==> config.mk <==
export PLATFORM = sky130hd
export DESIGN_NAME = wb_grf_unit
export DESIGN_NICKNAME = d
export VERILOG_FILES = /design/src/rtl/wb_grf_unit_pkg.sv /design/src/rtl/wb_sel_decode.sv /design/src/rtl/wb_grf_unit.sv
export SDC_FILE = /design/constraint.sdc
export NUM_CORES = 2
export LEC_CHECK = 0
export BUFFER_PORTS_ARGS = -buffer_cell sky130_fd_sc_hd__buf_2
export CAP_MARGIN = 30
export CORE_MARGIN = 2
export CORE_UTILIZATION = 35
export DETAILED_ROUTE_END_ITERATION = 8
export PLACE_DENSITY = 0.57
export SETUP_SLACK_MARGIN = 0.3
export SYNTH_ARGS = -nofsm -noshare
export SYNTH_HDL_FRONTEND = slang
export SYNTH_HIERARCHICAL = 1
export SYNTH_SLANG_ARGS = --single-unit
export TNS_END_PERCENT = 20
==> constraint.sdc <==
create_clock -name clk -period 4.7 [get_ports clk]
set_clock_uncertainty 0.05 [all_clocks]
set_input_delay 0.47 -clock clk [delete_from_list [all_inputs] [get_ports clk]]
set_output_delay 0.47 -clock clk [all_outputs]
set_load 0.05 [all_outputs]
==> src/rtl/wb_grf_unit_pkg.sv <==
// Shared decode constants and write-back select encoding for the W-stage
// register-file unit.
package wb_grf_unit_pkg;

    localparam logic [5:0] OP_SPECIAL = 6'b000000;
    localparam logic [5:0] OP_LW      = 6'b100011;
    localparam logic [5:0] OP_LB      = 6'b100000;
    localparam logic [5:0] OP_LBU     = 6'b100100;
    localparam logic [5:0] OP_LH      = 6'b100001;
    localparam logic [5:0] OP_LHU     = 6'b100101;
    localparam logic [5:0] OP_JAL     = 6'b000011;
    localparam logic [5:0] OP_COP0    = 6'b010000;

    localparam logic [5:0] FN_MFHI    = 6'b010000;
    localparam logic [5:0] FN_MFLO    = 6'b010010;
    localparam logic [5:0] FN_JALR    = 6'b001001;

    // rs field value that marks mfc0 inside the COP0 opcode space
    localparam logic [4:0] RS_MFC0    = 5'b00000;

    typedef enum logic [2:0] {
        WB_ALU  = 3'd0,
        WB_DM   = 3'd1,
        WB_HI   = 3'd2,
        WB_LO   = 3'd3,
        WB_CP0  = 3'd4,
        WB_LINK = 3'd5
    } wb_sel_e;

endpackage

==> src/rtl/wb_sel_decode.sv <==
// Pure combinational write-back source decode of the W-stage instruction.
module wb_sel_decode
    import wb_grf_unit_pkg::*;
(
    input  logic [31:0] instr,
    output wb_sel_e     sel,
    output logic        bubble
);

    logic [5:0] op;
    logic [4:0] rs;
    logic [5:0] fn;

    assign op     = instr[31:26];
    assign rs     = instr[25:21];
    assign fn     = instr[5:0];
    assign bubble = (instr == 32'd0);

    always_comb begin
        sel = WB_ALU;
        case (op)
            OP_LW, OP_LB, OP_LBU, OP_LH, OP_LHU: sel = WB_DM;
            OP_JAL:                              sel = WB_LINK;
            OP_COP0: begin
                if (rs == RS_MFC0) sel = WB_CP0;
            end
            OP_SPECIAL: begin
                case (fn)
                    FN_MFHI: sel = WB_HI;
                    FN_MFLO: sel = WB_LO;
                    FN_JALR: sel = WB_LINK;
                    default: sel = WB_ALU;
                endcase
            end
            default: sel = WB_ALU;
        endcase
    end

endmodule

==> src/rtl/wb_grf_unit.sv <==
// W-stage write-back select, 32x32 register file with two read ports and a
// retired-instruction counter. Define WB_BYPASS_EN for same-cycle write-through reads.
module wb_grf_unit
    import wb_grf_unit_pkg::*;
#(
    parameter int unsigned NREG  = 32,
    parameter int unsigned CNT_W = 32
) (
    input  logic             clk,
    input  logic             reset,
    input  logic [31:0]      W_Instr,
    input  logic [31:0]      W_PC,
    input  logic [4:0]       W_A3,
    input  logic [1:0]       W_Tnew,
    input  logic [31:0]      W_ALUResult,
    input  logic [31:0]      W_DMRD,
    input  logic [31:0]      W_HI,
    input  logic [31:0]      W_LO,
    input  logic [31:0]      W_CP0_out,
    input  logic [4:0]       rs_addr,
    input  logic [4:0]       rt_addr,
    output logic [31:0]      rs_data,
    output logic [31:0]      rt_data,
    output logic [31:0]      W_WD,
    output logic             W_fwd_ok,
    output logic [CNT_W-1:0] instret
);

    wb_sel_e     sel;
    logic        bubble;
    logic [31:0] regs [NREG];

    wb_sel_decode u_sel_decode (
        .instr  (W_Instr),
        .sel    (sel),
        .bubble (bubble)
    );

    always_comb begin
        W_WD = W_ALUResult;
        if (bubble) begin
            W_WD = 32'd0;
        end else begin
            case (sel)
                WB_DM:   W_WD = W_DMRD;
                WB_HI:   W_WD = W_HI;
                WB_LO:   W_WD = W_LO;
                WB_CP0:  W_WD = W_CP0_out;
                WB_LINK: W_WD = W_PC + 32'd8;
                default: W_WD = W_ALUResult;
            endcase
        end
    end

    assign W_fwd_ok = (W_A3 != 5'd0) && (W_Tnew == 2'd0);

    // An illegal nonzero Tnew still commits; it only blocks forwarding.
    always_ff @(posedge clk or negedge reset) begin
        if (!reset) begin
            for (int i = 0; i < NREG; i++) begin
                regs[i] <= 32'd0;
            end
        end else if (W_A3 != 5'd0) begin
            regs[W_A3] <= W_WD;
        end
    end

    always_ff @(posedge clk or negedge reset) begin
        if (!reset) begin
            instret <= '0;
        end else if (W_PC != 32'd0) begin
            instret <= instret + CNT_W'(1);
        end
    end

`ifdef WB_BYPASS_EN
    always_comb begin
        rs_data = 32'd0;
        rt_data = 32'd0;
        if (rs_addr != 5'd0) begin
            rs_data = (W_fwd_ok && rs_addr == W_A3) ? W_WD : regs[rs_addr];
        end
        if (rt_addr != 5'd0) begin
            rt_data = (W_fwd_ok && rt_addr == W_A3) ? W_WD : regs[rt_addr];
        end
    end
`else
    assign rs_data = (rs_addr == 5'd0) ? 32'd0 : regs[rs_addr];
    assign rt_data = (rt_addr == 5'd0) ? 32'd0 : regs[rt_addr];
`endif

endmodule
==> results.md <==
Outcome:
- The flow ran to the end, and the final reports show no timing, DRC or antenna violations.

Setup path:
- The worst setup path is launched from an input pin.
- In this run the critical register-to-register path is launched from instret[3].
- The flop-to-flop setup slack is about 2600 ps.
- The critical path starts at W_Instr[22].
- The most critical setup path has its endpoint at W_WD[30].
- The worst endpoint required time is 4180 ps.
- The depth of the most critical reg-to-reg path is 5.
- The worst setup path is captured at an output pin.
- The critical path data arrival time is 3780 ps.
- The class of the most critical setup path is input pin to output pin.
- Along the worst path, the maximum fanout reaches 32.
- The critical register-to-register path endpoint is instret[31].

STA:
- The number of endpoints with negative hold slack in the final report is 0.
- The count of pins over their slew limit is 0.
- The transition at the pin with the smallest max-transition slack is 1030 ps.
- Setup slack on the critical path of the routed design comes to between 400 and 500 ps.
- Setup violations remaining at the end of the flow were counted as 0.
- Counting I/O delays and the setup requirement, the final critical path takes 4300 ps.
- For this run, the top clock speed supported by timing is around 230 MHz.
- The final cycle utilization of the critical path is 91.4%.
- The worst-case hold slack is roughly 290 ps.
- Summed over all failing endpoints, the final setup total negative slack is 0 ps.
- Setup repair after global routing left no endpoint under its margin.
- The relative slew slack is 31.3%.

Power and ir drop:
- The total power is between 20 and 30 mW.
- The analysis attributes to cell leakage a power of approximately 28 nW.
- The internal portion of the total power is around 20 mW.
- The switching share of total power is 31.0%.
- The share of total power in combinational logic is 24.8%.
- In this run the power spent charging and discharging nets is 9.00 mW.
- The worst-case IR drop observed on VDD is around 0.40 mV.
- The portion of total power attributed to sequential cells is about 43%.
- The relative contribution of the clock network to total power is 31.9%.
- For this design the ratio of total power to cell area is between 400 and 500 mW/mm2.

Global routing:
- In the global route stage, overall resource usage came out at a little under a quarter.
- Entering global routing, the biggest net connects 103 pins.
- The initial antenna violation count is 21.
- The total overflow left after global routing is 0.
- The wire length of the first global-routing pass is 289000 um.
- The via count of the first global-routing pass came to roughly 43000.

CTS:
- The number of buffers inserted during clock tree synthesis is 113.
- The clock root buffer is sky130_fd_sc_hd__clkbuf_16.
- After clock tree synthesis, the setup repair step added 0 buffers.
- The CTS tree is yes.
- The maximum buffer depth of the clock tree is 3.
- The number of hold buffers added after CTS is 1.
- The count of clock tree sinks is 1056.
- The clock latency on the worst-skew pair is 760 ps.
- After clock tree synthesis, the clock-pin slew on the worst setup and hold paths is 50 ps.
- The H-tree was split into 3 levels.
- The number of cells upsized or downsized after cts is 0.

Logic synthesis:
- The share of the Yosys chip area taken by registers is 46.4%.
- The number of instances in the synthesized netlist is 4894.
- By area the synthesized netlist is led by sky130_fd_sc_hd__dfrtp_1 46%, sky130_fd_sc_hd__mux4_2 20%, sky130_fd_sc_hd__mux2i_1 4.7%.
- Counting flops with a built-in enable in the synthesized netlist gives 0.
- The number of warnings printed during yosys synthesis is 6.
- The synthesized net count is 5139.
- The summed instance area of the synthesized netlist is 0.0569 mm2.
- The largest total area in the synthesized netlist belongs to sky130_fd_sc_hd__dfrtp_1.
- The netlist uses 79 different library cells.
- The most frequently used cell type in the post-synthesis netlist is sky130_fd_sc_hd__dfrtp_1.
- In this run the mean area of a mapped cell was around 12 um2.
- By count the netlist is led by 1056 x sky130_fd_sc_hd__dfrtp_1, 602 x sky130_fd_sc_hd__nand2_1, 511 x sky130_fd_sc_hd__mux4_2.
- For this run, the leading register cell type out of synthesis is sky130_fd_sc_hd__dfrtp_1.
- After synthesis, the share of flip-flops with an asynchronous set or reset is 100%.
- Synthesis inferred around 1100 register bits.
- The area share of the largest cell type after synthesis is 46.4%.

Placement:
- Detailed placement finished with a half-perimeter wire length of between 100000 and 150000 um.
- Before CTS, the worst setup slack after placement is 511 ps.
- The final weighted congestion in routability-driven placement is 0.937.
- The cell area after placement is 0.0621 mm2.
- The number of I/O port buffers is 371.

Floorplanning:
- The initial core utilization is a little over a third.
- In this run the core area contains approximately 150 standard-cell rows.
- The die covers around 0.17 mm2.
- The die width is 407 um.
- The area inside the core boundary is 0.162 mm2.
- During I/O placement, the number of pins put on the boundary was 372.
- The floorplan step set the die height to between 400 and 500 um.

Worst hold path:
- Counting instances, the worst hold path has a depth of 5.
- The kind of path behind the tightest hold check is input pin to register.

Layout:
- The post-route netlist has 30.0% of its cells at a drive strength greater than 1.
- The final instance area is 0.0660 mm2.
- The relative area change from synthesis to final layout is 15.9%.
- The net count of the finished layout is around 5300.

Run:
- The max-cap violation count is 0.

Routing:
- The post-detailed-route wirelength per cell is 26.7 um.
- Wires add up to around 200000 um.
- In this run the remaining antenna-violating nets after routing total 0.
- The via count of the routed design is 42189.
- Dividing the detail-routed via count by the number of cells gives roughly 5.7.
- The detailed-router iteration count before antenna repair is 5.
- For this block, the initial DRC count from the detailed router was 3496.
- For this run, design rule violations remaining after detail routing come to 0.
-- worst max-delay path: stages --
cell,delay (ps)
sky130_fd_sc_hd__buf_2,100
sky130_fd_sc_hd__nor3_1,470
sky130_fd_sc_hd__a31oi_1,180
sky130_fd_sc_hd__o41ai_2,370
sky130_fd_sc_hd__buf_12,240
sky130_fd_sc_hd__inv_1,180
sky130_fd_sc_hd__buf_4,230
sky130_fd_sc_hd__a2bb2oi_1,170
sky130_fd_sc_hd__o221a_2,340
sky130_fd_sc_hd__nor3b_4,490
sky130_fd_sc_hd__buf_4,250
sky130_fd_sc_hd__inv_2,50
sky130_fd_sc_hd__buf_2,200
-- stage by stage --
step	util (%)	cells
finish	40.7	7349
global route	40.7	7347
CTS	40.7	7339
detailed placement	38.3	7132
global placement	38.2	7122
floorplan	-	4894
-- power groups by stage --
stage	sequential, mW	clock (mW)	combinational [mW]
after floorplan	12.2	0	5.28
after global placement	12.5	0	7.09
after detailed placement	12.6	0	7.25
after CTS	12.5	9.43	7.27
after global routing	12.8	9.78	7.80
final	12.5	9.27	7.20
-- cell usage in the layout, fill, tap and decap left out, drive strengths merged, types with 13 or more instances in the layout --
master / synthesis / layout
a21oi: 283 / 283
a32o: 31 / 31
buf: 127 / 581
clkbuf: 390 / 171
clkinv: 0 / 16
dfrtp: 1056 / 1056
inv: 48 / 51
mux2: 196 / 196
mux2i: 265 / 265
mux4: 511 / 511
nand2: 602 / 602
nand2b: 19 / 19
nand3: 26 / 26
nand4: 13 / 13
nor2: 352 / 352
nor2b: 22 / 22
nor3: 23 / 23
nor4: 25 / 25
o21ai: 550 / 550
o221ai: 76 / 76
o22a: 64 / 64
o22ai: 15 / 15
xnor2: 16 / 16
xor2: 22 / 22
-- sequential cells by signal, summed over array words and instances, names as in the netlist --
signal   flops
regs      1024
instret     32
-- per-layer routing --
metal / wire length [um] / track usage, %
met4: 10100 / 11.0
met5: 80 / 0
met3: 12900 / 4.39
met2: 95000 / 38.3
met1: 78300 / 30.0
-- logic make-up (layout without fill, tap and decap cells) --
family / count (synthesis) / count (layout) / share of synthesized area [%]
flops: 1056 / 1056 / 46.4
buf+inv: 565 / 836 / 3.98
mux: 972 / 972 / 28.8
fa+ha+maj: 2 / 2 / 0.0439
compound gates: 1111 / 1111 / 11.7
simple gates: 1150 / 1150 / 8.57
other cells: 0 / 9 / 0
xor+xnor: 38 / 38 / 0.585
-- worst min path at each step --
stage                  to      start  slack [ps]
3_3_place_gp    regs[995]  regs[995]         310
6_report       instret[0]   W_PC[14]         290
5_1_grt        instret[0]   W_PC[14]         340
4_1_cts        instret[0]   W_PC[14]         260
3_5_place_dp    regs[995]  regs[995]         320
2_1_floorplan  instret[0]      reset         120
-- cell type report --
cell class                 instances  area [um2]
clock inverter                    35         474
antenna                            9        22.5
timing repair buffer             582        4320
multi-input combinational       3273       28500
tap                             2175        2720
sequential                      1056       26400
fill                           15646       96200
clock buffer                     171        3340
inverter                          48         180
(Power assumes the default switching activity.)
